$ cat src/rtl/insight_pkg.sv
// Shared definitions for the Insight trace capture blocks.
//   - cap_state_e : capture FSM encoding (IDLE/ARMED/CAPTURE/DONE)
//   - MODE_*      : cfg_mode values
//   - tap_rec_t   : packed tap record {drop, ts, flag, data} at default widths
//   - TAP_FLAG_W  : number of tap event flags
package insight_pkg;

  localparam int TAP_FLAG_W = 4;
  localparam int TAP_DATA_W = 32;
  localparam int TAP_TS_W   = 16;

  typedef enum logic [1:0] {
    CAP_IDLE    = 2'd0,
    CAP_ARMED   = 2'd1,
    CAP_CAPTURE = 2'd2,
    CAP_DONE    = 2'd3
  } cap_state_e;

  localparam logic [1:0] MODE_CONT    = 2'd0;
  localparam logic [1:0] MODE_ONESHOT = 2'd1;
  localparam logic [1:0] MODE_TRIG    = 2'd2;
  localparam logic [1:0] MODE_RSVD    = 2'd3;  // behaves as MODE_CONT

  typedef struct packed {
    logic                  drop;
    logic [TAP_TS_W-1:0]   ts;
    logic [TAP_FLAG_W-1:0] flag;
    logic [TAP_DATA_W-1:0] data;
  } tap_rec_t;

endpackage

$ cat src/rtl/insight_sync_fifo.sv
// Single-clock FIFO with a registered head. Used for trace buffers.
// Ports:
//   clock, reset        : clock, async active-high reset (clears pointers and storage)
//   push, push_data     : write request; accepted when not full, or when full
//                         and a pop happens in the same cycle
//   pop                 : remove head (ignored when empty)
//   full, empty         : occupancy flags
//   head                : current head entry, valid when !empty
module insight_sync_fifo #(
  parameter int WIDTH = 8,
  parameter int DEPTH = 8
) (
  input  logic             clock,
  input  logic             reset,
  input  logic             push,
  input  logic [WIDTH-1:0] push_data,
  input  logic             pop,
  output logic             full,
  output logic             empty,
  output logic [WIDTH-1:0] head
);

  localparam int AW = (DEPTH > 1) ? $clog2(DEPTH) : 1;
  localparam logic [AW:0] FULL_CNT = (AW+1)'(DEPTH);

  logic [DEPTH-1:0][WIDTH-1:0] mem;
  logic [AW-1:0]               wr_ptr, rd_ptr;
  logic [AW:0]                 count;
  logic                        do_push, do_pop;

  assign empty   = (count == '0);
  assign full    = (count == FULL_CNT);
  assign do_pop  = pop && !empty;
  // When full, the slot being written is the one being popped this cycle.
  assign do_push = push && (!full || do_pop);
  assign head    = mem[rd_ptr];

  always_ff @(posedge clock or posedge reset) begin
    if (reset) begin
      mem    <= '0;
      wr_ptr <= '0;
      rd_ptr <= '0;
      count  <= '0;
    end else begin
      if (do_push) begin
        mem[wr_ptr] <= push_data;
        wr_ptr      <= wr_ptr + AW'(1);
      end
      if (do_pop) rd_ptr <= rd_ptr + AW'(1);
      case ({do_push, do_pop})
        2'b10:   count <= count + (AW+1)'(1);
        2'b01:   count <= count - (AW+1)'(1);
        default: count <= count;
      endcase
    end
  end

endmodule

$ cat src/rtl/insight_tap_capture_ctrl.sv
// Capture sequencer for the core CSR/retire data tap.
// Arms from cfg_*, optionally waits for a flag-mask trigger, timestamps each
// captured tap sample, buffers it and drains it over a valid/ready port.
// Ports:
//   clock, reset                  : clock, async active-high reset
//   tap_valid/tap_data/tap_flag   : tap sample input
//   cfg_enable                    : capture enable level; low forces IDLE
//   cfg_mode                      : 0 cont, 1 one-shot, 2 triggered one-shot, 3 = 0
//   cfg_trig_mask                 : flags that fire the trigger in ARMED
//   cfg_count                     : samples per one-shot (0 = 2^CNT_W)
//   out_valid/out_ready           : trace sink handshake
//   out_data/out_flag/out_ts      : head record
//   out_drop                      : samples were lost just before this record
//   status_state                  : FSM state
//   drop_count                    : saturating lost-sample count
module insight_tap_capture_ctrl
  import insight_pkg::*;
#(
  parameter int DATA_W = 32,
  parameter int DEPTH  = 8,
  parameter int TS_W   = 16,
  parameter int CNT_W  = 8
) (
  input  logic                  clock,
  input  logic                  reset,
  input  logic                  tap_valid,
  input  logic [DATA_W-1:0]     tap_data,
  input  logic [TAP_FLAG_W-1:0] tap_flag,
  input  logic                  cfg_enable,
  input  logic [1:0]            cfg_mode,
  input  logic [TAP_FLAG_W-1:0] cfg_trig_mask,
  input  logic [CNT_W-1:0]      cfg_count,
  output logic                  out_valid,
  input  logic                  out_ready,
  output logic [DATA_W-1:0]     out_data,
  output logic [TAP_FLAG_W-1:0] out_flag,
  output logic [TS_W-1:0]       out_ts,
  output logic                  out_drop,
  output logic [1:0]            status_state,
  output logic [15:0]           drop_count
);

  localparam logic [1:0] S_IDLE    = CAP_IDLE;
  localparam logic [1:0] S_ARMED   = CAP_ARMED;
  localparam logic [1:0] S_CAPTURE = CAP_CAPTURE;
  localparam logic [1:0] S_DONE    = CAP_DONE;
  localparam int         REC_W     = 1 + TS_W + TAP_FLAG_W + DATA_W;

  logic [1:0]       state;
  logic [CNT_W-1:0] remaining;
  logic             counted;      // one-shot modes stop after cfg_count samples
  logic [TS_W-1:0]  ts;
  logic             pending_drop;
  logic             trig, sample, pop, push, drop, full, empty;
  logic [REC_W-1:0] rec_in, head;

  assign trig = |(tap_flag & cfg_trig_mask);
  // The trigger sample itself is captured, so ARMED samples on trig too.
  assign sample = cfg_enable && tap_valid &&
                  ((state == S_CAPTURE) || ((state == S_ARMED) && trig));

  assign out_valid = !empty;
  assign pop       = out_valid && out_ready;
  assign push      = sample && (!full || pop);
  assign drop      = sample && !push;
  assign rec_in    = {pending_drop, ts, tap_flag, tap_data};

  assign {out_drop, out_ts, out_flag, out_data} = head;
  assign status_state = state;

  insight_sync_fifo #(.WIDTH(REC_W), .DEPTH(DEPTH)) u_fifo (
    .clock     (clock),
    .reset     (reset),
    .push      (push),
    .push_data (rec_in),
    .pop       (pop),
    .full      (full),
    .empty     (empty),
    .head      (head)
  );

  always_ff @(posedge clock or posedge reset) begin
    if (reset) ts <= '0;
    else       ts <= ts + TS_W'(1);
  end

  always_ff @(posedge clock or posedge reset) begin
    if (reset) begin
      state     <= S_IDLE;
      remaining <= '0;
      counted   <= 1'b0;
    end else if (!cfg_enable) begin
      state <= S_IDLE;
    end else begin
      case (state)
        S_IDLE: begin
          state     <= (cfg_mode == MODE_TRIG) ? S_ARMED : S_CAPTURE;
          remaining <= cfg_count;
          counted   <= (cfg_mode == MODE_ONESHOT) || (cfg_mode == MODE_TRIG);
        end
        S_ARMED, S_CAPTURE: begin
          if (sample) begin
            state <= S_CAPTURE;
            if (counted) begin
              // Loaded 0 wraps through 2^CNT_W-1, giving 2^CNT_W samples.
              remaining <= remaining - CNT_W'(1);
              if (remaining == CNT_W'(1)) state <= S_DONE;
            end
          end
        end
        default: state <= state;  // DONE waits for cfg_enable low
      endcase
    end
  end

  always_ff @(posedge clock or posedge reset) begin
    if (reset) begin
      drop_count   <= '0;
      pending_drop <= 1'b0;
    end else begin
      if (drop) begin
        pending_drop <= 1'b1;
        if (drop_count != 16'hFFFF) drop_count <= drop_count + 16'd1;
      end else if (push) begin
        pending_drop <= 1'b0;
      end
    end
  end

endmodule

$ cat config.mk
export PLATFORM = sky130hd
export DESIGN_NAME = insight_tap_capture_ctrl
export DESIGN_NICKNAME = d
export VERILOG_FILES = /design/src/rtl/insight_pkg.sv /design/src/rtl/insight_sync_fifo.sv /design/src/rtl/insight_tap_capture_ctrl.sv
export SDC_FILE = /design/constraint.sdc
export NUM_CORES = 1
export LEC_CHECK = 0
export CAP_MARGIN = 20
export CELL_PAD_IN_SITES_DETAIL_PLACEMENT = 1
export CELL_PAD_IN_SITES_GLOBAL_PLACEMENT = 2
export CORE_ASPECT_RATIO = 1.5
export CORE_MARGIN = 5
export CORE_UTILIZATION = 45
export CTS_BUF_LIST = sky130_fd_sc_hd__clkbuf_8 sky130_fd_sc_hd__clkbuf_16
export DETAILED_ROUTE_END_ITERATION = 8
export PLACE_DENSITY = 0.83
export REMOVE_ABC_BUFFERS = 1
export SYNTH_ARGS = -nofsm -noshare
export SYNTH_HDL_FRONTEND = slang
export SYNTH_HIERARCHICAL = 1
export SYNTH_SLANG_ARGS = --single-unit
$ cat constraint.sdc
create_clock -name clock -period 54.2 [get_ports clock]
set_input_delay 16.26 -clock clock [delete_from_list [all_inputs] [get_ports clock]]
set_output_delay 16.26 -clock clock [all_outputs]
set_load 0.01 [all_outputs]
==> results.ini, run 1 <==
[clock_network]
post_cts_buffers = 0
cts_made_buffers = 47
clock_latency_ns = 0.57
cts_max_path_buffers = 3
hold_buffers = 0
cts_tree = done
clkSinkCount = 478
cts.clk_slew.worst_paths_ns = 0.06
htree_levels = 2
cts_resized = 0
clockRootBuffer = clkbuf_16

[run_status]
status = completed

[critical_path]
path_max_fanout = 46
reg2reg_slack_ns = 49.77
worst-setup-path-type = flip-flop to primary output
rr_endpoint = u_fifo/mem[368]
reg2reg_depth = 9
cp-end-kind = primary output
reg2reg_from = status_state[1]
setup.worst_path.start_class = flip-flop
arrival_ns = 4.46
required_ns = 37.94

[hold_path]
hold_depth = 1
min_delay_worst_endpoint = u_fifo/mem[316]
hp-start = u_fifo/mem[316]
hp-class = flip-flop to flip-flop

[yosys]
yosys_warnings = 6
synthTopCellsByArea = dfrtp_1 54%, mux2_2 21%, mux4_2 11%
synth_edf_count = 0
syn_avg_cell_area_um2 = 16.0
synth-seq-cells = 478
synthArstFlopShare_pct = 100
ys.flop_type = dfrtp_1
ys_seq_area_share_pct = 53.9
syn_area_um2 = 22200
yosys.area.top_type = dfrtp_1
synth.top_cell.area_share_pct = 53.9
synthesis.instances = 1384
yosysUniqueCellTypes = 61

[power]
power_frac_seq_pct = 41.5
power.switching_mw = 0.385
clock_power_share_pct = 25.9
p_int_mw = 0.936
p_leak_nw = 11.9
pwr_density_cell_nw_per_um2 = 51.7
ir_drop_v = 0.0000307
power_mw = 1.32
p_comb_share_pct = 32.6
swShare_pct = 29.1

[cells_and_area]
finalInstanceArea_um2 = 25500
drive_above_1_share_pct = 45.5
area_delta_synth_final_pct = 15.1
num-fill-cells = 4601
antenna_cells = 0
stdcell_count = 2186
nNetsFinal = 1562

[global_routing]
grt_pass1_vias = 14184
grt_first_pass_wirelength_um = 81000
grt-ovfl-total = 0
grt_antenna_before_repair = 0
grt_max_degree = 196
grt_usage_pct = 18.9

[detailed_routing]
ant_nets = 0
routedWlPerCell_um = 22.8
vias = 12232
totalWireLength_um = 49900
post_drt_via_cell_ratio = 5.60
route.layer.met1.wl_um = 20400
drtPass1Iterations = 4
dr.max_layer_used = met4
first_iter_violations = 405
dr_wl_met2_um = 26900
wl_met3_um = 1620
drc = 0

[die]
io_pins = 127
fp.dieW_um = 191
die_area_um2 = 54000
core-area_um2 = 48800
initial_utilization_pct = 45.5
row_count = 99
die_y_um = 282

[sta]
final.setup.tns_ns = 0
post-route-period-util_pct = 38.2
fmax_mhz = 48.3
tightest_slew_ns = 1.14
slew_violations = 0
rsz0062_at_grt = false
hold_viol = 0
fin_crit_ns = 20.72
slew_headroom_pct = 24.3
skew_ns = 0.0137
setup_viol = 0

[place]
dp.cells = 2100
post_dp_cell_area_um2 = 23900
hpwlAfterDp_um = 29400
io_buffers = 126
gp_congestion = 0.727

[run]
max_cap_viol_count = 0

## worst max-delay path, stage by stage (launching register included)
cell	delay, ns
dfrtp_4	0.84
buf_4	0.86
buf_4	0.72
mux4_2	0.60
mux2_2	0.32
clkdlybuf4s50_1	0.50
## cell type report
cell class                      instances  area, um2  area share [%]
Clock buffer                           65       1450            5.66
Clock inverter                         20        200           0.784
Inverter                               20       82.6           0.323
Multi-Input combinational cell        804       9610            37.6
Sequential cell                       478      12000            46.9
Tap cell                              656        821            3.21
Timing Repair Buffer                  143       1410            5.53
## state kept, by name (all words and copies together) (netlist names)
signal	cells
u_fifo/mem	424
drop_count	16
ts	16
remaining	8
u_fifo/count	4
u_fifo/rd_ptr	3
u_fifo/wr_ptr	3
status_state	2
counted	1
pending_drop	1
## how the worst max path moves through the flow
stage                     startpoint               to  slack [ns]  depth (start not counted)
finish              u_fifo/rd_ptr[0]       out_ts[10]       33.48                          5
global route        u_fifo/rd_ptr[0]      out_data[3]       33.11                          5
CTS                 u_fifo/rd_ptr[0]      out_data[3]       33.28                          5
detailed placement       tap_flag[2]  u_fifo/mem[338]       33.19                          9
global placement         tap_flag[3]  u_fifo/mem[322]       33.36                          9
floorplan                      reset  u_fifo/count[0]       25.85                          1
## through the flow
step	setup slack, ns	utilization (%)	hold WS (ns)
after CTS	33.28	52.3	0.491
after global placement	33.36	48.9	0.463
final	33.48	52.3	0.488
after detailed placement	33.19	48.9	0.475
after floorplan	25.85	-	0.452
after global routing	33.11	52.3	0.501
## logic make-up (layout without fill, tap and decap cells)
group           count (synthesis)  count (layout)  share of synthesized area (%)
buf+inv                       102             248                           2.87
compound gates                 41              41                           1.35
xor+xnor                       36              36                           1.42
simple gates                  123             123                           3.52
fa+ha+maj                      13              13                          0.767
mux                           591             591                           36.2
flops                         478             478                           53.9
## Yosys cell counts (5+ instances only)
master and n:
and3_1 7, nor2_1 16, clkbuf_1 17, nand3_1 20, nand2_1 21, nand2b_1 6, dfrtp_1 478, mux4_2 106
a21oi_1 5, mux2_2 418, mux2_1 13, buf_6 13, buf_4 11, nor4b_1 5, o21ai_0 13, inv_1 20
ha_1 12, xnor2_1 17, buf_12 5, a211o_1 5, mux2_4 50, xor2_1 19, nor2b_1 5, nand4_1 5
nor3_1 10, buf_1 8, buf_2 28
## placed cells by master (no fill, tap or decap), types with 3 or more instances in the layout
master / instances
clkbuf_16: 49
xor2_1: 19
nand3_1: 20
clkinv_2: 9
nor3_1: 10
nor2b_1: 5
mux2_2: 418
bufinv_16: 4
a21oi_1: 5
mux2_4: 50
xnor2_1: 17
nor2_1: 16
mux2i_1: 4
o21ai_0: 13
a211o_1: 5
clkdlybuf4s50_1: 126
inv_1: 23
and3_1: 7
nand4_1: 5
dfrtp_1: 475
nor4b_1: 5
mux4_2: 106
buf_4: 15
nand2_1: 21
nand2b_1: 6
mux2_1: 13
ha_1: 12
clkbuf_8: 16
and4_1: 3
nor4_1: 4
## routing by layer
layer | up-vias | global-route usage [%]
met5 | - | 0
met3 | 68 | 2.79
met1 | 6617 | 23.7
li1 | 5357 | -
met4 | 0 | 4.40
met2 | 190 | 34.6
## power by group through the flow
stage | clock network (mW) | logic (mW) | registers [mW]
floorplan | 0 | 0.302 | 0.545
global placement | 0 | 0.424 | 0.544
detailed placement | 0 | 0.437 | 0.555
CTS | 0.353 | 0.440 | 0.550
global route | 0.367 | 0.465 | 0.563
finish | 0.342 | 0.430 | 0.549
(Power assumes the default switching activity.)
==> inputs of run 2 (changes only) <==
Settings changed: CORE_UTILIZATION 45 to 40, PLACE_DENSITY 0.83 to 0.79.
Clock period 54.2 ns to 18.7 ns, I/O delays scaled along.
==> results.ini, run 2 (synthesis results as in run 1) <==
[global_routing]
grt_antenna_before_repair = 0  ; unchanged
grt-ovfl-total = 0  ; unchanged
grt_pass1_vias = 14052  ; -0.93%
grt_first_pass_wirelength_um = 83000  ; +2.4%
grt_usage_pct = 17.2  ; -1.7 points
grt_max_degree = 145  ; -26%

[clock_network]
cts_tree = done
clockRootBuffer = clkbuf_16
cts_max_path_buffers = 3  ; unchanged
htree_levels = 2  ; unchanged
cts.clk_slew.worst_paths_ns = 0.06  ; about the same
cts_resized = 0  ; unchanged
post_cts_buffers = 0  ; unchanged
cts_made_buffers = 49  ; +4.3%
hold_buffers = 0  ; unchanged
clkSinkCount = 478  ; unchanged
clock_latency_ns = 0.60  ; +0.03 ns

[sta]
slew_headroom_pct = 30.8  ; +6.6 points
hold_viol = 0  ; unchanged
rsz0062_at_grt = false
fin_crit_ns = 9.49
tightest_slew_ns = 1.04  ; -0.0983 ns
setup_viol = 0  ; unchanged
holdWs_ns = 0.484  ; -0.00404 ns
post-route-period-util_pct = 50.8
fmax_mhz = 105
slew_violations = 0  ; unchanged
final.setup.tns_ns = 0  ; unchanged
skew_ns = 0.0232  ; +0.00948 ns

[critical_path]
path_max_fanout = 58  ; +26%
crit_chain = buf_4 > mux4_2 > mux2_2 > clkdlybuf4s50_1
required_ns = 13.09  ; -24.85 ns
worst-setup-path-type = flip-flop to primary output
crit_slowest_cell = dfrtp_4
arrival_ns = 3.88  ; -0.58 ns
cp-end-kind = primary output
max_stage_delay_ns = 0.97  ; +0.11 ns
setup.worst_path.start_class = flip-flop

[power]
power_mw = 3.89  ; +190%
pwr_density_cell_nw_per_um2 = 151  ; +190%
power.switching_mw = 1.13  ; +190%
p_int_mw = 2.76  ; +190%
power_frac_seq_pct = 40.9  ; -0.6 points
p_comb_share_pct = 32.0  ; -0.6 points
p_leak_nw = 12.0  ; +0.52%
ir_drop_v = 0.0000741  ; +140%
clock_power_share_pct = 27.2  ; +1.3 points
swShare_pct = 29.1  ; -0.033 points

[detailed_routing]
ant_nets = 0  ; unchanged
post_drt_via_cell_ratio = 5.49  ; -1.9%
drtPass1Iterations = 4  ; unchanged
totalWireLength_um = 51600  ; +3.4%
first_iter_violations = 460  ; +14%
vias = 12227  ; -0.041%
drc = 0  ; unchanged
routedWlPerCell_um = 23.1  ; +1.4%

[place]
io_buffers = 126  ; unchanged
hpwlAfterDp_um = 30100  ; +2.4%
gp_congestion = 0.742  ; +2.0%
post_dp_cell_area_um2 = 23900  ; +0.15%

[cells_and_area]
mostFrequentLayoutCells = 475 x dfrtp_1, 418 x mux2_2, 126 x clkdlybuf4s50_1
layout_commonest_cell = dfrtp_1
antenna_cells = 0  ; unchanged
largest_reg_flops = 424  ; unchanged
largest-register = u_fifo/mem
finalInstanceArea_um2 = 25700  ; +0.70%
area_delta_synth_final_pct = 15.9
drive_above_1_share_pct = 45.5  ; about the same
largestRegisters = u_fifo/mem x424, drop_count x16, ts x16
nNetsFinal = 1565  ; +0.19%

[die]
die_area_um2 = 60400  ; +12%
row_count = 105  ; +6.1%
fp.dieW_um = 202  ; +5.8%
die_y_um = 299  ; +5.9%
initial_utilization_pct = 40.4  ; -5.1 points
io_pins = 127  ; unchanged
core-area_um2 = 54900  ; +13%

[run]
max_cap_viol_count = 0  ; unchanged

[run_status]
status = completed

[hold_path]
hp-class = flip-flop to flip-flop

run 2: cell types whose count changed in the layout (fill, tap and decap cells not counted):
cell and delta:
buf_16 +1, buf_4 +1, clkbuf_16 +1, bufinv_16 +3, clkinv_8 +1, inv_6 +1, buf_12 -1, clkbuf_8 -2
inv_1 +1, clkinvlp_4 -1, inv_16 +1, clkinv_2 -3
run 2: critical path: cells and delay by family (launching register included):
| family | cells | cell delay, ns |
|---|---|---|
| buffers and inverters | 2 | 1.38 |
| DFF | 1 | 0.97 |
| muxes | 2 | 0.92 |
run 2: area by class of cell:
type | count | area (um2)
fill | 5274 | 29200
sequential | 478 | 12000
multi-input combinational | 804 | 9610
clock buffer | 64 | 1440
timing repair buffer | 144 | 1430
tap | 695 | 870
clock inverter | 23 | 317
inverter | 20 | 82.6
run 2: per-stage QoR:
step	setup WS, ns	instances	utilization, %
2_1_floorplan	1.00	1302	-
3_3_place_gp	8.80	2139	43.5
3_5_place_dp	8.71	2139	43.5
4_1_cts	9.11	2226	46.8
5_1_grt	9.00	2228	46.8
6_report	9.21	2228	46.8
run 2: routing by layer:
layer / part of all wire [%] / global-route usage (%)
met5: 0 / 0
met4: 2.0 / 4.12
met1: 42 / 21.3
met3: 3.2 / 3.02
met2: 53 / 31.3
run 2: final timing paths:
| check | from | endpoint | slack (ns) | depth (start not counted) |
|---|---|---|---|---|
| max | u_fifo/rd_ptr[1] | out_ts[15] | 9.21 | 4 |
| max in group asynchronous | reset | u_fifo/rd_ptr[1] | 10.54 | 5 |
| max reg2reg | status_state[1] | u_fifo/mem[184] | 14.46 | 9 |
| min in group asynchronous | reset | u_fifo/mem[142] | 5.43 | 2 |
| min reg2reg | u_fifo/mem[316] | u_fifo/mem[316] | 0.48 | 1 |
| min | u_fifo/mem[316] | u_fifo/mem[316] | 0.48 | 1 |
run 2: power by group through the flow:
stage	Clock (mW)	Sequential, mW	Combinational, mW
floorplan	0	1.58	0.876
finish	1.06	1.59	1.24
CTS	1.09	1.60	1.28
detailed placement	0	1.61	1.27
global route	1.14	1.63	1.35
global placement	0	1.58	1.23
==> inputs of run 3 (changes only) <==
Settings changed: CORE_UTILIZATION 40 to 45, PLACE_DENSITY 0.79 to 0.83.
Clock period 18.7 ns to 9.3 ns, I/O delays scaled along.
==> results.ini, run 3 (synthesis results as in run 1) <==
[run_status]
status = completed

[cells_and_area]
area_delta_synth_final_pct = 15.3
largestRegisters = u_fifo/mem x424, drop_count x16, ts x16
fin_util_pct = 52.4  ; +5.6 points
largest_reg_flops = 424  ; unchanged
largest-register = u_fifo/mem
layout_commonest_cell = dfrtp_1
drive_above_1_share_pct = 45.5  ; -0.059 points
mostFrequentLayoutCells = 475 x dfrtp_1, 418 x mux2_2, 126 x clkdlybuf4s50_1
antenna_cells = 0  ; unchanged
nNetsFinal = 1564  ; -0.064%

[critical_path]
setup.worst_path.start_class = input port
crit_chain = clkdlybuf4s50_1 > a22oi_1 > a21boi_1 > o21ai_0 > a21oi_1 > nor2b_1 > nand3_4 > mux2_1
worstSetupStartpoint = tap_flag[2]
max_stage_delay_ns = 0.85  ; -0.12 ns
path_buf_inv = 1  ; -1
worst-setup-path-type = input port to flip-flop
reg2reg_depth = 8  ; -1
path_max_fanout = 53  ; -8.6%
rr_endpoint = u_fifo/mem[39]
worst-path-stages = 8  ; +4
reg2reg_slack_ns = 5.08  ; -9.38 ns
critPathCapture = u_fifo/mem[39]
cp_top_family = compound AO/OA/AOI/OAI gates
reg2reg_from = status_state[1]
crit_slowest_cell = nand3_4
cp-end-kind = flip-flop
arrival_ns = 7.08  ; +3.20 ns
required_ns = 9.73  ; -3.36 ns

[die]
initial_utilization_pct = 45.5  ; +5.1 points
fp.dieW_um = 191  ; -5.4%
core-area_um2 = 48800  ; -11%
io_pins = 127  ; unchanged
die_y_um = 282  ; -5.5%
row_count = 99  ; -5.7%
die_area_um2 = 54000  ; -11%

[global_routing]
grt_first_pass_wirelength_um = 80900  ; -2.6%
grt-ovfl-total = 0  ; unchanged
grt_usage_pct = 18.8  ; +1.6 points
grt_pass1_vias = 14201  ; +1.1%
grt_max_degree = 150  ; +3.4%
grt_antenna_before_repair = 0  ; unchanged

[sta]
fin_crit_ns = 6.65
slew_violations = 0  ; unchanged
tightest_slew_ns = 1.12  ; +0.0830 ns
holdWs_ns = 0.485  ; +0.000697 ns
post-route-period-util_pct = 71.5
final.setup.tns_ns = 0  ; unchanged
hold_viol = 0  ; unchanged
setup_viol = 0  ; unchanged
rsz0062_at_grt = false
slew_headroom_pct = 25.3  ; -5.5 points
skew_ns = 0.0211  ; -0.00207 ns
fmax_mhz = 150

[detailed_routing]
totalWireLength_um = 50000  ; -3.1%
post_drt_via_cell_ratio = 5.54  ; +0.98%
vias = 12142  ; -0.70%
drc = 0  ; unchanged
routedWlPerCell_um = 22.8  ; -1.5%
ant_nets = 0  ; unchanged
drtPass1Iterations = 4  ; unchanged
first_iter_violations = 515  ; +12%

[place]
gp_congestion = 0.748  ; +0.84%
io_buffers = 126  ; unchanged
hpwlAfterDp_um = 29400  ; -2.6%

[clock_network]
htree_levels = 2  ; unchanged
hold_buffers = 0  ; unchanged
clkSinkCount = 478  ; unchanged
post_cts_buffers = 0  ; unchanged
cts_max_path_buffers = 3  ; unchanged
cts.clk_slew.worst_paths_ns = 0.06  ; about the same
cts_made_buffers = 47  ; -4.1%
clockRootBuffer = clkbuf_16
clock_latency_ns = 0.56  ; -0.04 ns
cts_tree = done
cts_resized = 0  ; unchanged

[run]
max_cap_viol_count = 0  ; unchanged

[hold_path]
hp-class = flip-flop to flip-flop

[power]
p_leak_nw = 12.0  ; -0.32%
ir_drop_v = 0.000137  ; +85%
pwr_density_cell_nw_per_um2 = 301  ; +99%
power_mw = 7.70  ; +98%

run 3: where the power goes:
part | total, mW | internal (mW) | switching, mW
registers | 3.21 | 2.72 | 0.491
clock network | 1.99 | 1.17 | 0.822
logic | 2.50 | 1.55 | 0.953
total | 7.70 | 5.43 | 2.27
run 3: stage by stage:
step                      setup WS [ns]  std cells  area, um2
after CTS                          2.60       2189      25500
after floorplan                   -5.58       1302      21600
final                              2.65       2191      25600
after global routing               2.33       2191      25600
after global placement             2.21       2101      23900
after detailed placement           2.04       2101      23900
run 3: layout make-up:
| class | instances | area [um2] |
|---|---|---|
| Clock buffer | 62 | 1390 |
| Clock inverter | 26 | 248 |
| Fill cell | 4642 | 23200 |
| Inverter | 20 | 82.6 |
| Multi-Input combinational cell | 804 | 9610 |
| Sequential cell | 478 | 12000 |
| Tap cell | 656 | 821 |
| Timing Repair Buffer | 145 | 1460 |
run 3: worst min path at each step:
stage | to | cells past startpoint | slack [ns] | startpoint
after floorplan | u_fifo/mem[316] | 1 | 0.45 | u_fifo/mem[316]
after global placement | u_fifo/mem[316] | 1 | 0.46 | u_fifo/mem[316]
after detailed placement | u_fifo/mem[316] | 1 | 0.47 | u_fifo/mem[316]
after CTS | u_fifo/mem[316] | 1 | 0.49 | u_fifo/mem[316]
after global routing | u_fifo/mem[41] | 1 | 0.50 | u_fifo/mem[41]
final | u_fifo/mem[316] | 1 | 0.49 | u_fifo/mem[316]
run 3: metal layers:
| metal | share of wire (%) | GRT usage, % | wire [um] | up-vias |
|---|---|---|---|---|
| met5 | 0 | 0 | 0 | - |
| met3 | 3.6 | 2.98 | 1790 | 60 |
| met4 | 1.8 | 4.40 | 913 | 0 |
| met2 | 53 | 34.1 | 26600 | 173 |
| li1 | - | - | - | 5362 |
| met1 | 41 | 23.7 | 20600 | 6547 |
